### config.mk
export PLATFORM = sky130hd
export DESIGN_NAME = scomp_param
export DESIGN_NICKNAME = d
export VERILOG_FILES = /design/src/rtl/scomp_pkg.sv /design/src/rtl/scomp_ram.sv /design/src/rtl/scomp_param.sv
export SDC_FILE = /design/constraint.sdc
export NUM_CORES = 2
export LEC_CHECK = 0
export CAP_MARGIN = 30
export CORE_UTILIZATION = 40
export DETAILED_ROUTE_END_ITERATION = 7
export PLACE_DENSITY = 0.57
export SLEW_MARGIN = 20
export SYNTH_ARGS = -nofsm -noshare
export SYNTH_HDL_FRONTEND = slang
export SYNTH_MEMORY_MAX_BITS = 65536
export SYNTH_SLANG_ARGS = --single-unit
### constraint.sdc
create_clock -name clock -period 9.4 [get_ports clock]
set_clock_uncertainty 0.15 [all_clocks]
set_input_delay 1.88 -clock clock [delete_from_list [all_inputs] [get_ports clock]]
set_output_delay 1.88 -clock clock [all_outputs]
set_load 0.005 [all_outputs]
### src/rtl/scomp_pkg.sv
// Shared definitions for the parametrised accumulator processor: opcodes,
// FSM state encoding and the opcode-to-execute-state decode.
package scomp_pkg;

    localparam int OPC_W   = 4;
    localparam int SHAMT_W = 4;

    localparam logic [OPC_W-1:0] OP_ADD   = 4'h0;
    localparam logic [OPC_W-1:0] OP_ST    = 4'h1;
    localparam logic [OPC_W-1:0] OP_LD    = 4'h2;
    localparam logic [OPC_W-1:0] OP_JMP   = 4'h3;
    localparam logic [OPC_W-1:0] OP_JNEG  = 4'h4;
    localparam logic [OPC_W-1:0] OP_OUT   = 4'h5;
    localparam logic [OPC_W-1:0] OP_SUB   = 4'h6;
    localparam logic [OPC_W-1:0] OP_AND   = 4'h7;
    localparam logic [OPC_W-1:0] OP_JZERO = 4'h8;
    localparam logic [OPC_W-1:0] OP_LDI   = 4'h9;
    localparam logic [OPC_W-1:0] OP_SHL   = 4'hA;
    localparam logic [OPC_W-1:0] OP_SHR   = 4'hB;
    localparam logic [OPC_W-1:0] OP_HALT  = 4'hC;

    typedef enum logic [3:0] {
        S_RESET_PC  = 4'd0,
        S_FETCH     = 4'd1,
        S_DECODE    = 4'd2,
        S_EX_ADD    = 4'd3,
        S_EX_SUB    = 4'd4,
        S_EX_AND    = 4'd5,
        S_EX_LOAD   = 4'd6,
        S_EX_STORE  = 4'd7,
        S_EX_STORE2 = 4'd8,
        S_EX_JUMP   = 4'd9,
        S_EX_JNEG   = 4'd10,
        S_EX_JZERO  = 4'd11,
        S_EX_LDI    = 4'd12,
        S_EX_SHIFT  = 4'd13,
        S_EX_OUT    = 4'd14,
        S_HALT      = 4'd15
    } state_t;

    // opc_valid is low when any opcode bit above the low nibble is set.
    function automatic state_t decode_state(input logic [OPC_W-1:0] opc,
                                            input logic opc_valid);
        state_t s;
        s = S_FETCH;
        if (opc_valid) begin
            case (opc)
                OP_ADD:         s = S_EX_ADD;
                OP_ST:          s = S_EX_STORE;
                OP_LD:          s = S_EX_LOAD;
                OP_JMP:         s = S_EX_JUMP;
                OP_JNEG:        s = S_EX_JNEG;
                OP_OUT:         s = S_EX_OUT;
                OP_SUB:         s = S_EX_SUB;
                OP_AND:         s = S_EX_AND;
                OP_JZERO:       s = S_EX_JZERO;
                OP_LDI:         s = S_EX_LDI;
                OP_SHL, OP_SHR: s = S_EX_SHIFT;
                OP_HALT:        s = S_HALT;
                default:        s = S_FETCH;
            endcase
        end
        return s;
    endfunction

endpackage

### src/rtl/scomp_ram.sv
// Single-port program/data RAM: registered address, write on the clock edge,
// unregistered read of the word addressed in the previous cycle.
module scomp_ram #(
    parameter int    DATA_W    = 16,
    parameter int    ADDR_W    = 8,
    parameter string INIT_FILE = "program.mif"
) (
    input  logic              clock,
    input  logic              we,
    input  logic [ADDR_W-1:0] addr,
    input  logic [DATA_W-1:0] wdata,
    output logic [DATA_W-1:0] rdata
);

    localparam int DEPTH = 1 << ADDR_W;

    logic [DATA_W-1:0] mem [DEPTH];
    logic [ADDR_W-1:0] addr_q;

    always_ff @(posedge clock) begin
        if (we) begin
            mem[addr] <= wdata;
        end
        addr_q <= addr;
    end

    assign rdata = mem[addr_q];

endmodule

### src/rtl/scomp_param.sv
// Parametrised accumulator processor executing a program held in scomp_ram.
//
//  state       | meaning
//  RESET_PC    | present address 0 for the first fetch
//  FETCH       | IR <- mem[PC], PC <- PC + 1
//  DECODE      | present operand address, branch on opcode
//  EX_ADD/SUB  | A <- A +/- mem[op]
//  EX_AND      | A <- A & mem[op]
//  EX_LOAD     | A <- mem[op]
//  EX_STORE    | write A to mem[op]
//  EX_STORE2   | re-present PC after the write
//  EX_JUMP     | PC <- op
//  EX_JNEG     | PC <- op when A is negative
//  EX_JZERO    | PC <- op when A is zero
//  EX_LDI      | A <- zero-extended op
//  EX_SHIFT    | A shifted left/right by op[3:0]
//  EX_OUT      | out <- A, pulse out_valid
//  HALT        | frozen until reset
module scomp_param
    import scomp_pkg::*;
#(
    parameter int    DATA_W    = 16,
    parameter int    ADDR_W    = 8,
    parameter string INIT_FILE = "program.mif"
) (
    input  logic              clock,
    input  logic              reset,
    output logic [ADDR_W-1:0] program_counter,
    output logic [DATA_W-1:0] register_A,
    output logic [DATA_W-1:0] instruction_register,
    output logic [DATA_W-1:0] memory_data_register_out,
    output logic [DATA_W-1:0] out,
    output logic              out_valid,
    output logic              halted
);

    state_t              state;
    state_t              state_nxt;
    state_t              decode_nxt;

    logic [ADDR_W-1:0]   pc_q;
    logic [DATA_W-1:0]   a_q;
    logic [DATA_W-1:0]   ir_q;
    logic [DATA_W-1:0]   out_q;
    logic                out_valid_q;

    logic [ADDR_W-1:0]   ram_addr;
    logic                ram_we;
    logic [DATA_W-1:0]   ram_rdata;

    logic [ADDR_W-1:0]   operand;
    logic [OPC_W-1:0]    opc_lo;
    logic                opc_valid;
    logic [SHAMT_W-1:0]  shamt;
    logic                a_neg;
    logic                a_zero;

    assign operand    = ir_q[ADDR_W-1:0];
    assign opc_lo     = ir_q[ADDR_W +: OPC_W];
    assign opc_valid  = ((ir_q >> (ADDR_W + OPC_W)) == '0);
    assign shamt      = operand[SHAMT_W-1:0];
    assign a_neg      = a_q[DATA_W-1];
    assign a_zero     = (a_q == '0);
    assign decode_nxt = decode_state(opc_lo, opc_valid);

    scomp_ram #(
        .DATA_W   (DATA_W),
        .ADDR_W   (ADDR_W),
        .INIT_FILE(INIT_FILE)
    ) u_ram (
        .clock(clock),
        .we   (ram_we),
        .addr (ram_addr),
        .wdata(a_q),
        .rdata(ram_rdata)
    );

    always_ff @(posedge clock or posedge reset) begin
        if (reset) begin
            state <= S_RESET_PC;
        end else begin
            state <= state_nxt;
        end
    end

    always_comb begin
        state_nxt = state;
        ram_addr  = pc_q;
        ram_we    = 1'b0;
        case (state)
            S_RESET_PC: begin
                ram_addr  = '0;
                state_nxt = S_FETCH;
            end
            S_FETCH: begin
                state_nxt = S_DECODE;
            end
            S_DECODE: begin
                state_nxt = decode_nxt;
                // A NOP returns straight to FETCH, which needs mem[PC] next.
                ram_addr  = (decode_nxt == S_FETCH) ? pc_q : operand;
            end
            S_EX_STORE: begin
                ram_addr  = operand;
                ram_we    = 1'b1;
                state_nxt = S_EX_STORE2;
            end
            S_EX_JUMP: begin
                ram_addr  = operand;
                state_nxt = S_FETCH;
            end
            S_EX_JNEG: begin
                if (a_neg) begin
                    ram_addr = operand;
                end
                state_nxt = S_FETCH;
            end
            S_EX_JZERO: begin
                if (a_zero) begin
                    ram_addr = operand;
                end
                state_nxt = S_FETCH;
            end
            S_HALT: begin
                state_nxt = S_HALT;
            end
            default: begin
                state_nxt = S_FETCH;
            end
        endcase
    end

    always_ff @(posedge clock or posedge reset) begin
        if (reset) begin
            pc_q        <= '0;
            a_q         <= '0;
            ir_q        <= '0;
            out_q       <= '0;
            out_valid_q <= 1'b0;
        end else begin
            out_valid_q <= 1'b0;
            case (state)
                S_FETCH: begin
                    ir_q <= ram_rdata;
                    pc_q <= pc_q + ADDR_W'(1);
                end
                S_EX_ADD:   a_q <= a_q + ram_rdata;
                S_EX_SUB:   a_q <= a_q - ram_rdata;
                S_EX_AND:   a_q <= a_q & ram_rdata;
                S_EX_LOAD:  a_q <= ram_rdata;
                S_EX_JUMP:  pc_q <= operand;
                S_EX_JNEG: begin
                    if (a_neg) begin
                        pc_q <= operand;
                    end
                end
                S_EX_JZERO: begin
                    if (a_zero) begin
                        pc_q <= operand;
                    end
                end
                S_EX_LDI:   a_q <= {{(DATA_W-ADDR_W){1'b0}}, operand};
                S_EX_SHIFT: a_q <= (opc_lo == OP_SHL) ? (a_q << shamt) : (a_q >> shamt);
                S_EX_OUT: begin
                    out_q       <= a_q;
                    out_valid_q <= 1'b1;
                end
                default: ;
            endcase
        end
    end

    assign program_counter          = pc_q;
    assign register_A               = a_q;
    assign instruction_register     = ir_q;
    assign memory_data_register_out = ram_rdata;
    assign out                      = out_q;
    assign out_valid                = out_valid_q;
    assign halted                   = (state == S_HALT);

endmodule

==> metrics.txt <==
status finished, violations left; failing checks design-rule violations; Ys Warns 0; CTS Hold Buffers Added 0; Vias 84400; Initial Util 40.2%; Pint 0.0293 W; die area 411000 um2; top cells by area, synth edfxtp_1, mux4_2, dfrtp_1, nor2_1, mux2i_1; total track usage 23.9%; Synth cell types 93; Seq cells post-synth 4165; I/O pin total 76; grt total ovfl 0; crit-path most repeated cell buf_4; sequential power share 55.0%; Leak 45.3 nW; Reg2Reg Setup Slack 1.40 ns; worst ir drop on vdd 165 uV; critical-path cell list buf_4 -> buf_4 -> mux2i_1 -> a221o_1 -> o21ai_0 -> a21oi_1 -> nor4_2 -> o211ai_2 -> inv_1 -> clkdlybuf4s50_1; Hold Path End out[4]$_DFFE_PP0P_; register area share after synthesis 76.3%; Routed WL 498000 um; core footprint 406000 um2; RSZ-0062 raised after global routing no; Mapped Cells 7560; crit path capture type output port; combinational share of power 0%; Pwr Total 0.0365 W; FMAX 117 MHz; first-pass GRT wire length 683000 um; HP Class reg -> reg; port bufs 75; Die W 641 um; CTS tree yes; Fillers 33900; syn nets 7587; Worst Path Arrival 6.55 ns; max-slew violations 0; nets 8120; Die Ht 641 um; area of the multi-input gates 36700 um2; cell with the most instances after synthesis edfxtp_1; top cells by count, synth edfxtp_1, mux4_2, nor2_1; vias in the first global route 82600; pre-CTS setup slack 1.63 ns; CTS-repair resized insts 0; Final min period 8.58 ns; CTS clk-pin slew, worst paths 0.06 ns; Final Cell Area 187000 um2; R2R cell count 21; CP peak stage delay 1.06 ns; Worst setup SP type register; fin worst setup slack 0.816 ns; Layout area overhead 14.4%; worst rel slew slack 13.7%; Setup Fix Bufs, Post-CTS 0; row count 234; layout cells sized above 1 28.4%; register area 125000 um2; FFs w/ async S/R, synth 1.46%; worst slew pin tran 1.29 ns; r2r endpoint register_A[15]$_DFFE_PP0P_; H-Tree Level Count 5; dpl cells 13100; final period utilization 91.3%; Net Sw Frac 19.8%; cell accounting for the most synthesized area edfxtp_1; final setup fails 0; total negative setup slack 0 ns; critical path's slowest cell dfxtp_4; Worst Path Buf+Inv 4; antenna violations before repair 32; power per cell area 195 nW/um2; WS Path Type reg -> out; CTS Buffer Depth 4; DR WL/cell 35.9 um; net switching power 0.00721 W; syn avg cell area 21.6 um2; DRT iter0 DRCs 11800; worst skew pair latency 1.01 ns; number of routed nets with antenna violations 0; number of remaining DRC errors 32; CTS Buf Count 419; number of enable flip-flop cells after synthesis 4096; clock share of power 45.0%; CTS Root Cell clkbuf_16; hold path startpoint out[4]$_DFFE_PP0P_; routability cong. 0.889; Req. time, crit path 7.37 ns; Hold Path Cell Cnt 2; TritonCTS Sinks 4165; crit path max fanout 33; maximum number of pins on one net before global-route repair 179; Fin. Hold Viols 0; critical path's top delay family buffers and inverters; HPWL Detailed 306000 um; mapped cell area 163000 um2; DP Area 173000 um2; max_cap viols 0; vias per inst 6.08; DRT Pass-1 Iters 8; Non-Filler Instances 13900; post-synth top area share 75.3%; prevailing post-synth register cell edfxtp_1
worst min-delay path, stage by stage, from the launching register on:
cell and delay (ns):
dfrtp_1 0.34, nand2_1 0.05, nand2_1 0.05
power groups by stage:
stage | clock (W) | sequential [W] | combinational (W)
after floorplan | 0 | 0.0205 | 0.00000384
after CTS | 0.0166 | 0.0201 | 0.00000667
after global placement | 0 | 0.0205 | 0.00000662
after detailed placement | 0 | 0.0205 | 0.00000667
after global routing | 0.0173 | 0.0201 | 0.00000732
final | 0.0164 | 0.0201 | 0.00000616
worst max-delay path by stage:
stage / to / cells past startpoint / slack (ns)
2_1_floorplan: u_ram.mem[106][0]$_DFFE_PP_ / 10 / 2.16
3_3_place_gp: register_A[15]$_DFFE_PP0P_ / 21 / 1.02
3_5_place_dp: register_A[14]$_DFFE_PP0P_ / 24 / 1.63
4_1_cts: memory_data_register_out[9] / 10 / 0.76
5_1_grt: memory_data_register_out[12] / 10 / 0.77
6_report: memory_data_register_out[3] / 10 / 0.82
kinds of logic after synthesis:
family	share of synthesized area, %
muxes	16.3
and+or+nand+nor	2.45
DFF	76.3
buffers and inverters	1.69
adders and majority gates	0.196
xor gates and xnor gates	0.134
AOI/OAI and AO/OA	2.97
through the flow:
stage,utilization [%],hold WS (ns)
2_1_floorplan,-,0.320
3_3_place_gp,42.5,0.312
3_5_place_dp,42.6,0.319
4_1_cts,45.9,0.334
5_1_grt,46.0,0.358
6_report,46.0,0.329
layout by cell type (no fill, tap or decap), drive strengths merged, types with 32 or more instances in the layout:
cell type / netlist / routed
nand3: 61 / 61
a21oi: 125 / 125
o22ai: 50 / 50
dfrtp: 61 / 61
a22o: 35 / 35
o21ai: 125 / 125
clkinv: 2 / 204
mux4: 1110 / 1110
bufinv: 0 / 35
nand2: 233 / 233
a211oi: 39 / 39
a221oi: 32 / 32
nor2: 403 / 403
clkbuf: 192 / 502
clkdlybuf4s50: 0 / 75
inv: 46 / 58
buf: 244 / 470
a22oi: 148 / 148
nor3: 39 / 39
mux2i: 129 / 129
edfxtp: 4096 / 4096
nor2b: 32 / 32
area by class of cell:
class                      count  area share, %
multi-input combinational   2911           19.6
antenna                       17         0.0228
sequential                  4165           66.8
clock buffer                 499           5.80
inverter                      48          0.103
clock inverter               271           1.37
timing repair buffer         548           2.67
tap                         5428           3.63
layer usage:
metal | track usage (%) | wire length (um) | vias up
met3 | 5.40 | 49800 | 807
met4 | 8.31 | 19500 | 10
met1 | 33.5 | 198000 | 45800
met2 | 37.1 | 230000 | 4745
met5 | 0 | 60 | -
li1 | - | - | 33000
sequential cells by signal, summed over array words and instances, names as in the netlist, named ones only:
| name | count |
|---|---|
| program_counter | 8 |
| out | 16 |
| out_valid | 1 |
| state | 4 |
| register_A | 16 |
| u_ram.mem | 4096 |
| instruction_register | 16 |
No activity file was read; power rests on OpenSTA's default activity.
